### config.mk
export PLATFORM = sky130hd
export DESIGN_NAME = alu_multiciclo
export DESIGN_NICKNAME = d
export VERILOG_FILES = /design/src/rtl/alu_pkg.sv /design/src/rtl/divisor_restauracao.sv /design/src/rtl/alu_multiciclo.sv
export SDC_FILE = /design/constraint.sdc
export NUM_CORES = 1
export LEC_CHECK = 0
export BUFFER_PORTS_ARGS = -buffer_cell sky130_fd_sc_hd__buf_2
export CAP_MARGIN = 10
export CORE_ASPECT_RATIO = 0.75
export CORE_MARGIN = 1.5
export CORE_UTILIZATION = 50
export DETAILED_ROUTE_END_ITERATION = 6
export PLACE_DENSITY = 0.68
export SYNTH_ARGS = -nofsm -noshare
export SYNTH_HDL_FRONTEND = slang
export SYNTH_SLANG_ARGS = --single-unit
### constraint.sdc
create_clock -name clk -period 10.1 [get_ports clk]
set_input_delay 1.01 -clock clk [delete_from_list [all_inputs] [get_ports clk]]
set_output_delay 1.01 -clock clk [all_outputs]
set_load 0.005 [all_outputs]
### src/rtl/alu_pkg.sv
// Shared opcodes and state encoding for the multi-cycle execute-stage ALU.
package alu_pkg;

  localparam logic [3:0] OP_AND = 4'b0000;
  localparam logic [3:0] OP_OR  = 4'b0001;
  localparam logic [3:0] OP_ADD = 4'b0010;
  localparam logic [3:0] OP_SUB = 4'b0110;
  localparam logic [3:0] OP_SLT = 4'b0111;
  localparam logic [3:0] OP_NOR = 4'b1100;
  localparam logic [3:0] OP_DIV = 4'b1010;
  localparam logic [3:0] OP_REM = 4'b1011;

  typedef enum logic {IDLE, DIVIDE} state_t;

endpackage

### src/rtl/divisor_restauracao.sv
// Iterative unsigned restoring divider: one quotient bit per clock after load.
module divisor_restauracao #(
  parameter int WIDTH = 32,
  parameter int CNT_W = $clog2(WIDTH + 1)
) (
  input  logic             clk,
  input  logic             reset,
  input  logic             load,
  input  logic [WIDTH-1:0] dividendo,
  input  logic [WIDTH-1:0] divisor,
  output logic [WIDTH-1:0] quociente,
  output logic [WIDTH-1:0] resto,
  output logic             pronto
);

  localparam logic [CNT_W-1:0] LAST = CNT_W'(WIDTH - 1);

  logic             running;
  logic [CNT_W-1:0] cnt;
  logic [WIDTH-1:0] quo_q, rem_q, div_q;
  logic [WIDTH:0]   shifted, trial;

  // quociente/resto are the values after the iteration at the coming edge,
  // so the owner can capture the final result on the same edge pronto is high.
  always_comb begin
    shifted = {rem_q, quo_q[WIDTH-1]};
    trial   = shifted - {1'b0, div_q};
    if (trial[WIDTH]) begin
      resto     = shifted[WIDTH-1:0];
      quociente = {quo_q[WIDTH-2:0], 1'b0};
    end else begin
      resto     = trial[WIDTH-1:0];
      quociente = {quo_q[WIDTH-2:0], 1'b1};
    end
  end

  assign pronto = running && (cnt == LAST);

  always_ff @(posedge clk) begin
    if (reset) begin
      running <= 1'b0;
      cnt     <= '0;
    end else if (load) begin
      running <= 1'b1;
      cnt     <= '0;
    end else if (running) begin
      if (cnt == LAST) running <= 1'b0;
      cnt <= cnt + 1'b1;
    end
  end

  always_ff @(posedge clk) begin
    if (load) begin
      quo_q <= dividendo;
      rem_q <= '0;
      div_q <= divisor;
    end else if (running) begin
      quo_q <= quociente;
      rem_q <= resto;
    end
  end

endmodule

### src/rtl/alu_multiciclo.sv
// Clocked MIPS ALU with start/done handshake; DIV/REM run on an iterative divider.
module alu_multiciclo
  import alu_pkg::*;
#(
  parameter int WIDTH = 32,
  parameter int CNT_W = $clog2(WIDTH + 1)
) (
  input  logic             clk,
  input  logic             reset,
  input  logic             start,
  input  logic [3:0]       op,
  input  logic [WIDTH-1:0] A,
  input  logic [WIDTH-1:0] B,
  output logic             busy,
  output logic             done,
  output logic [WIDTH-1:0] resultado,
  output logic             zero_flag,
  output logic             overflow,
  output logic             div_by_zero
);

  state_t state;
  logic   rem_sel;
  logic   is_div, b_zero, div_load, div_pronto;
  logic   ovf_c, dbz_c;
  logic [WIDTH-1:0] sum, dif, res_c, quo, rem, div_res;
  logic signed [WIDTH-1:0] a_s, b_s;

  assign a_s = A;
  assign b_s = B;

  always_comb begin
    sum    = A + B;
    dif    = A - B;
    b_zero = (B == '0);
    is_div = (op == OP_DIV) || (op == OP_REM);
    res_c  = '0;
    ovf_c  = 1'b0;
    dbz_c  = 1'b0;
    case (op)
      OP_AND: res_c = A & B;
      OP_OR:  res_c = A | B;
      OP_NOR: res_c = ~(A | B);
      OP_ADD: begin
        res_c = sum;
        ovf_c = (A[WIDTH-1] == B[WIDTH-1]) && (sum[WIDTH-1] != A[WIDTH-1]);
      end
      OP_SUB: begin
        res_c = dif;
        ovf_c = (A[WIDTH-1] != B[WIDTH-1]) && (dif[WIDTH-1] != A[WIDTH-1]);
      end
      OP_SLT: res_c = {{(WIDTH-1){1'b0}}, (a_s < b_s)};
      // Divide by zero resolves in one edge with a defined result.
      OP_DIV: if (b_zero) begin res_c = '1; dbz_c = 1'b1; end
      OP_REM: if (b_zero) begin res_c = A;  dbz_c = 1'b1; end
      default: ;
    endcase
  end

  assign div_load = start && !busy && is_div && !b_zero;
  assign div_res  = rem_sel ? rem : quo;

  divisor_restauracao #(.WIDTH(WIDTH), .CNT_W(CNT_W)) u_div (
    .clk       (clk),
    .reset     (reset),
    .load      (div_load),
    .dividendo (A),
    .divisor   (B),
    .quociente (quo),
    .resto     (rem),
    .pronto    (div_pronto)
  );

  always_ff @(posedge clk) begin
    if (reset) begin
      state       <= IDLE;
      busy        <= 1'b0;
      done        <= 1'b0;
      resultado   <= '0;
      zero_flag   <= 1'b1;
      overflow    <= 1'b0;
      div_by_zero <= 1'b0;
      rem_sel     <= 1'b0;
    end else begin
      done <= 1'b0;
      case (state)
        IDLE: begin
          if (start) begin
            if (is_div && !b_zero) begin
              state   <= DIVIDE;
              busy    <= 1'b1;
              rem_sel <= (op == OP_REM);
            end else begin
              resultado   <= res_c;
              zero_flag   <= (res_c == '0);
              overflow    <= ovf_c;
              div_by_zero <= dbz_c;
              done        <= 1'b1;
            end
          end
        end
        DIVIDE: begin
          if (div_pronto) begin
            state       <= IDLE;
            busy        <= 1'b0;
            done        <= 1'b1;
            resultado   <= div_res;
            zero_flag   <= (div_res == '0);
            overflow    <= 1'b0;
            div_by_zero <= 1'b0;
          end
        end
        default: state <= IDLE;
      endcase
    end
  end

endmodule
Word level (Yosys, flattened, before mapping)

Cells that the tools add are included.

Register bits after elaboration: 142
Latch bits: 0
Memory bits (writable): 0
ROM bits: 0
Input bits: 71
Output and inout bits: 37
Logic and storage cells: 98
Memories kept: 0

Add/subtract/negate cells: 4
Multiply operators: 0
Div/mod/pow operators: 0
Magnitude comparators: 1
Eq/ne operators: 16
Shift operators: 0
Multiplexer cells: 40
Bitwise gates (word level): 4
Reductions and logical operators: 20

Operators by type and width:

| kind                                                            | number |
|---|---|
| 32-bit 2-to-1 mux                                               | 9 |
| 32-bit one-hot mux with 8 select lines                          | 1 |
| 32-bit logical NOT                                              | 3 |
| 32-bit one-hot mux with 2 select lines                          | 1 |
| 33-bit by 32-bit subtractor with 33-bit output                  | 1 |
| 32-bit adder                                                    | 1 |
| 32-bit bitwise AND                                              | 1 |
| 32-bit less-than comparator                                     | 1 |
| 32-bit inverter                                                 | 1 |
| 32-bit bitwise OR                                               | 1 |
| 32-bit subtractor                                               | 1 |
| 1-bit 2-to-1 mux                                                | 22 |
| 1-bit one-hot mux with 2 select lines                           | 7 |
| 4-bit == test, second input constant                            | 3 |
| 3-bit AND reduction                                             | 3 |
| 4-bit by 3-bit == test with 1-bit output, second input constant | 2 |
| 1-bit logical AND                                               | 7 |
| 6-bit by 1-bit adder with 6-bit output, second input constant   | 1 |
| 6-bit by 5-bit == test with 1-bit output, second input constant | 1 |
| 2-bit != test, second input constant                            | 3 |
| 4-bit by 1-bit == test with 1-bit output, second input constant | 1 |
| 4-bit by 2-bit == test with 1-bit output, second input constant | 1 |
| 4-bit logical NOT                                               | 1 |
| 2-bit OR reduction                                              | 2 |
| 7 further kinds                                                 | 10 |

Depth between registers and ports, before layout

Gate-level depths: netlist (run 1).

Depth after elaboration: 7
Depth in mapped cells: 18
Depth with buffers taken out: 16

By module

From an unflattened synthesis (run 1), not the netlist that was laid out.

Cell total of the unflattened synthesis: 1839
Area, all modules: 14286.2 um^2

By module, submodules not included:

| module              | times used | cells each | area an instance (um^2) | seq. area each (um^2) |
|---|---|---|---|---|
| alu_multiciclo      | 1          | 1199       | 8202.9                  | 780.7 |
| divisor_restauracao | 1          | 640        | 6083.3                  | 2702.6 |

Worst setup path before layout (run 1)

OpenSTA, ideal clock, no wires.

Path type: input to register
Start: input A[10]
End: register zero_flag
Library setup time: 0.121 ns
Arrival: 3.911 ns
Required time: 9.979 ns
Slack: 6.068 ns
Stages on the path: 14
Buffers on the path: 1
Cell sequence: inv_1 > ha_1 > buf_2 > or4_4 > nor4b_2 > a2111oi_2 > o21a_1 > o311ai_2 > a21oi_1 > or4_1 > a22oi_1 > nor4_1 > nand4_1 > o21ai_0

Word-level cells in the longest chain between the ends: 7
Elaborated cells on any way between the ends: 12
Those cells by class: 2 x add/sub; 1 x order compare; 5 x mux; 3 x bitwise; 1 x reduce/logical

RTL lines:

| what                                                                      | line                  | text |
|---|---|---|
| from (decl)                                                               | alu_multiciclo.sv:12  | `input logic [WIDTH-1:0] A,` |
| parallel branches: the longest is 2 deep, another holds 32-bit subtractor | n/a                   |  |
| 32-bit one-hot mux with 8 select lines *                                  | alu_multiciclo.sv:40  | `case (op)` |
| 32-bit logical NOT *                                                      | alu_multiciclo.sv:95  | `zero_flag <= (res_c == '0);` |
| 1-bit 2-to-1 mux *                                                        | alu_multiciclo.sv:89  | `if (is_div && !b_zero) begin` |
| 1-bit 2-to-1 mux *                                                        | alu_multiciclo.sv:88  | `if (start) begin` |
| 1-bit one-hot mux with 2 select lines *                                   | alu_multiciclo.sv:86  | `case (state)` |
| to (signal assigned)                                                      | alu_multiciclo.sv:95  |  |
| to (signal assigned)                                                      | alu_multiciclo.sv:108 | `zero_flag <= (div_res == '0);` |
| to (decl)                                                                 | alu_multiciclo.sv:17  | `output logic zero_flag,` |

Mark *: on every way between the ends. The select of a mux whose other input is x is not followed.
A chain may end at the register's enable or synchronous reset.

Final worst setup path (run 1)

Start: register u_div.quo_q[31]
End: register zero_flag

Word-level cells in the longest chain between the ends: 6
Elaborated cells on any way between the ends: 7
Those cells by class: 1 x add/sub; 5 x mux; 1 x reduce/logical

RTL lines:

| what                                                         | line                      | text |
|---|---|---|
| from (decl)                                                  | divisor_restauracao.sv:20 | `logic [WIDTH-1:0] quo_q, rem_q, div_q;` |
| from (signal assigned)                                       | divisor_restauracao.sv:54 | `quo_q <= dividendo;` |
| from (signal assigned)                                       | divisor_restauracao.sv:58 | `quo_q <= quociente;` |
| 33-bit by 32-bit subtractor with 33-bit output               | divisor_restauracao.sv:27 | `trial = shifted - {1'b0, div_q};` |
| 1-bit 2-to-1 mux / 32-bit 2-to-1 mux (equally long branches) | divisor_restauracao.sv:28 | `if (trial[WIDTH]) begin` |
| 32-bit 2-to-1 mux *                                          | alu_multiciclo.sv:61      | `assign div_res = rem_sel ? rem : quo;` |
| 32-bit logical NOT *                                         | alu_multiciclo.sv:108     |  |
| 1-bit 2-to-1 mux *                                           | alu_multiciclo.sv:103     | `if (div_pronto) begin` |
| 1-bit one-hot mux with 2 select lines *                      | alu_multiciclo.sv:86      |  |

Every way passes the cells marked *; elsewhere a longest branch is shown, timed or not. The select of a mux whose other input is x is not followed.

==> results of run 1 <==
-- kinds of logic after synthesis --
family | share of synthesized area
compound gates | 0.3012
xor+xnor | 0.02045
fa+ha+maj | 0.1211
buf+inv | 0.07028
flops | 0.2464
mux | 0.03824
simple gates | 0.2023
-- worst max-delay path, delay by kind of cell (launching register included) --
kind	cells	cell delay, ns
buffers and inverters	1	0.05
AND/OR/NAND/NOR	5	2.18
flip-flops	1	0.37
AO/OA/AOI/OAI	7	1.75
adder cells (fa/ha/maj)	2	0.60
-- state kept, by name, summed over array words and instances (netlist names) --
register       cells
resultado         32
u_div.div_q       32
u_div.quo_q       32
u_div.rem_q       32
u_div.cnt          6
busy               1
div_by_zero        1
done               1
overflow           1
rem_sel            1
state              1
u_div.running      1
zero_flag          1
-- routing by layer --
layer	routed length [um]	up-vias	part of all wire	track usage
li1	-	6862	-	-
met1	24790	7269	0.46	0.5409
met2	22530	906	0.42	0.5300
met3	5521	82	0.10	0.06825
met4	1423	0	0.026	0.09847
met5	0	-	0	0
-- placed cells by master (no fill, tap or decap), types with 19 or more instances in the layout --
master,Yosys,final
nand2b_1,20,20
xnor2_1,21,21
o21bai_1,23,23
nand2_1,154,154
nand3_1,44,44
dfxtp_1,78,76
nor2b_1,23,23
inv_1,143,143
nor3_1,42,41
nor4_1,26,25
buf_4,1,20
nand4_1,23,23
o211ai_1,26,26
mux2_2,32,32
ha_1,132,132
a31oi_1,19,19
edfxtp_1,64,64
buf_2,17,107
nor2_1,155,154
a22oi_1,50,50
a21oi_1,171,171
a21o_1,25,25
o21ai_0,120,120
a211oi_1,31,31
-- report_power, final --
group | switching [mW] | leakage, nW | internal, mW
Sequential | 0.0736 | 1.23 | 0.679
Clock | 0.256 | 0.295 | 0.396
Combinational | 0.877 | 4.85 | 0.477
Total | 1.21 | 6.37 | 1.55
-- cell type report --
type,count,area (um2),share of cell area
Antenna cell,1,2.502,0.0001613
Clock buffer,22,495.5,0.03194
Clock inverter,10,108.9,0.007018
Inverter,146,548.0,0.03533
Multi-Input combinational cell,1431,9703,0.6256
Sequential cell,142,3486,0.2247
Tap cell,385,481.7,0.03106
Timing Repair Buffer,127,685.7,0.04420
-- worst paths after layout --
kind,start,to,slack (ns),cells after the start
setup / recovery,u_div.quo_q[31],zero_flag,5.07,15
hold / removal,resultado[21],resultado[21],0.49,2
setup reg to reg,u_div.quo_q[31],zero_flag,5.07,15
hold reg to reg,resultado[21],resultado[21],0.49,2
-- through the flow --
stage,hold slack (ns),instances
global placement,0.4648,2231
detailed placement,0.4679,2231
CTS,0.4778,2263
finish,0.4862,2264
global route,0.4964,2264
floorplan,0.4482,1827
==> impl_metrics.tcl, run 1 <==
set metrics [dict create \
    async_reset_ff_frac 0 \
    hp-class "reg2reg" \
    syn_inst 1827 \
    cts_hold_buf 0 \
    ys_seq_area_frac 0.2464 \
    clock_sinks 142 \
    synth_warnings 0 \
    dpl.hpwl_mm 41.20 \
    h-tree-depth 4 \
    final_area_um2 15510 \
    grt_overflow_total 0 \
    endpoint_kind "register" \
    drv_cap 0 \
    crit_path_top_delay_cell "nor4_1" \
    synth_ff_type "dfxtp_1" \
    fin_tns_setup_ns 0 \
    ctsResizeCount 0 \
    gp_congestion 0.9975 \
    clock_latency_ns 0.44 \
    drive_above_1_share 0.1235 \
    fin_util 0.5556 \
    coreArea_um2 27920 \
    yosysMostFrequentCell "a21oi_1" \
    finalWirelength_mm 54.26 \
    status "finished clean" \
    crit_fanout 27 \
    synthDistinctLibCells 95 \
    setup_viol 0 \
    antenna_found_initial 1 \
    drtPass1Iterations 7 \
    vias 15120 \
    synth_edf_count 64 \
    max_freq_mhz 198.6 \
    finalWorstSetupSlack_ns 5.065 \
    die_h_um 148.6 \
    crit_required_ns 10.46 \
    hold_viol 0 \
    leakage_nw 6.372 \
    cts_root_buf "clkbuf_16" \
    n_fill_cell 2682 \
    grt_pass1_vias 13370 \
    postCtsSetupRepairBufs 0 \
    detail-route-antenna-nets 0 \
    io_pins 108 \
    grt_pass1_wl_mm 81.00 \
    power_mw 2.759 \
    critPathLaunchType "register" \
    worst_pin_slew_ns 1.103 \
    finalCritPeriodShare 0.4985 \
    yosysTopAreaCell "edfxtp_1" \
    finalCriticalPeriod_ns 5.035 \
    row_count 53 \
    drt_iter0_drc 1645 \
    nNetsFinal 2071 \
    clk_pin_slew_ns 0.06 \
    start_util 0.5063 \
    die_x_um 197.2 \
    netlist_area_um2 14140 \
    grt_max_degree 65 \
    fin_skew_ns 0.009885 \
    clockBufferDepth 2 \
    syn2layout_area_growth_pct 9.727 \
    wl_per_cell_um 23.97 \
    cpPeakStageDelay_ns 0.76 \
    drc 0 \
    slew_violations 0 \
    port_buffers 107 \
    cts_buffers 17 \
    placed_cell_area_um2 14900 \
    rsz0062_at_grt "false" \
    synth.avg_cell_area_um2 7.737 \
    power_density_nw_per_um2 177.8 \
    cts_tree "built" \
    track_usage 0.3629 \
    critPathArrivalTime_ns 5.40 \
    critical_path_class "reg2reg" \
    synth_area_leaders "edfxtp_1 14%, ha_1 12%, dfxtp_1 11%" \
    die_area_um2 29300 \
    max-vdd-ir-drop_mv 0.1503 \
    synthTopCellsByCount "171 x a21oi_1, 155 x nor2_1, 154 x nand2_1" \
    path_cells "inv_1 -> ha_1 -> fa_1 -> nand2b_1 -> a21o_1 -> a21oi_2 -> o21ai_2 -> o211a_1 -> nand2_2 -> a21oi_1 -> or4b_1 -> nor4_1 -> nand4b_1 -> o41a_1 -> o21ai_0" \
    synth_top_cell_area_share 0.1360 \
    via_per_inst 6.678 \
    syn_nets 2033 \
    ys_ff_latch 142 \
    max-slew-margin-rel 0.2455 \
    dpl_worst_slack_ns 4.933 \
]
Note: power is estimated with default switching activity, not from simulation.
==> run 2, diff against run 1 <==
- clock period: 10.1 -> 4.85 ns (I/O delays scaled with it)
==> impl_metrics.tcl, run 2 (same netlist as run 1, synthesis figures left out) <==
set metrics [dict create \
    status "finished clean" \
    max-slew-margin-rel 0.3721 \
    grt_max_degree 63 \
    grt_pass1_wl_mm 80.84 \
    final_cells 2281 \
    vias 14950 \
    coreArea_um2 27920 \
    detail-route-antenna-nets 0 \
    rrSetupSlack_ns 0.21 \
    postCtsSetupRepairBufs 0 \
    die_h_um 148.6 \
    drtPass1Iterations 6 \
    layout_common_cells "171 x a21oi_1, 154 x nand2_1, 154 x nor2_1" \
    grt_overflow_total 0 \
    setup_viol 0 \
    die_area_um2 29300 \
    cts_tree "built" \
    finalWirelength_mm 53.64 \
    endpoint_kind "register" \
    hold_viol 0 \
    placed_cell_area_um2 15040 \
    track_usage 0.3619 \
    met3_usage 0.08345 \
    crit_path_top_delay_cell "o211a_1" \
    finalCritPeriodShare 0.9572 \
    io_pins 108 \
    drt_iter0_drc 1798 \
    fin_util 0.5625 \
    rsz0062_at_grt "false" \
    drv_cap 0 \
    multi_input_area_um2 9703 \
    nNetsFinal 2088 \
    row_count 53 \
    timing.hold.ws_ns 0.2929 \
    finalCriticalPeriod_ns 4.643 \
    grt_pass1_vias 13590 \
    ctsResizeCount 0 \
    clock_latency_ns 0.45 \
    register_area_um2 3486 \
    gp_congestion 1.004 \
    crit_required_ns 5.22 \
    h-tree-depth 4 \
    crit_fanout 18 \
    power_density_nw_per_um2 372.6 \
    antenna_found_initial 1 \
    grt.busiest_layer "met1" \
    critical_path_class "reg2reg" \
    grtUsageMet1 0.5290 \
    slew_violations 0 \
    fin_tns_setup_ns 0 \
    wl_per_cell_um 23.51 \
    final_area_um2 15700 \
    grt_use_met2 0.5242 \
    hp-class "in2reg" \
    crit_top_cell "o21ai_0" \
    cts_buffers 17 \
    post-place-cells 2248 \
    clock_sinks 142 \
    max_freq_mhz 215.4 \
    cpPeakStageDelay_ns 0.46 \
    cts_hold_buf 0 \
    port_buffers 107 \
    drc 0 \
    clk_pin_slew_ns 0.06 \
    n_fill_cell 2666 \
    die_x_um 197.2 \
    critPathArrivalTime_ns 5.02 \
    drive_above_1_share 0.1314 \
    cts_root_buf "clkbuf_16" \
    fin_skew_ns 0.01154 \
    critPathLaunchType "register" \
    clockBufferDepth 2 \
    leakage_nw 6.480 \
    syn2layout_area_growth_pct 11.08 \
    via_per_inst 6.554 \
    worst_pin_slew_ns 0.9405 \
    path_cells "ha_1 -> fa_1 -> nand2b_1 -> a21o_1 -> a21oi_2 -> o21ai_2 -> o211a_1 -> nand2_2 -> buf_4 -> o21ai_0 -> mux2_2 -> nor4_1 -> nand4b_1 -> o41a_1 -> o21ai_0" \
    max-vdd-ir-drop_mv 0.3668 \
    final_common_cell "a21oi_1" \
    dpl.hpwl_mm 41.42 \
    start_util 0.5063 \
]
run 2: changes by cell type in the layout (fill, tap and decap cells not counted), sizes merged:
cell,change
clkbuf,+5
clkinv,-4
bufinv,-1
buf,+17
run 2: through the flow:
step	worst slack, ns	total power, mW
floorplan	1.311	3.553
global placement	0.3717	4.315
global route	0.03691	6.167
CTS	0.2858	5.782
finish	0.2074	5.851
detailed placement	0.2913	4.331
run 2: area by class of cell:
type,instances,area share
Clock buffer,27,0.03817
Multi-Input combinational cell,1431,0.6179
Sequential cell,142,0.2220
Antenna cell,1,0.0001594
Timing Repair Buffer,144,0.05259
Inverter,146,0.03490
Tap cell,385,0.03068
Clock inverter,5,0.003586
run 2: worst max-delay path, delay by kind of cell (launching register included):
kind            cells  cell delay, ns
compound gates      7            1.89
simple gates        4            0.96
fa+ha+maj           2            0.62
flops               1            0.40
mux                 1            0.36
buf+inv             1            0.32
run 2: path summary, 6_finish.rpt:
path             startpoint               to  cells past startpoint
max          u_div.div_q[0]        zero_flag                     15
min                   B[28]  u_div.div_q[28]                      1
max reg2reg  u_div.div_q[0]        zero_flag                     15
min reg2reg  u_div.rem_q[0]   u_div.rem_q[0]                      2
run 2: where the power goes:
part           internal, mW  switching, mW  total (mW)
clock network         0.901          0.543        1.44
logic                  1.02           1.82        2.84
registers              1.41          0.153        1.57
total                  3.34           2.51        5.85
run 2: layer usage:
metal  vias up  wire length, um
met5         -                0
met4         0             1603
met3       102             6185
met2       892            22090
met1      7077            23760
li1       6879                -
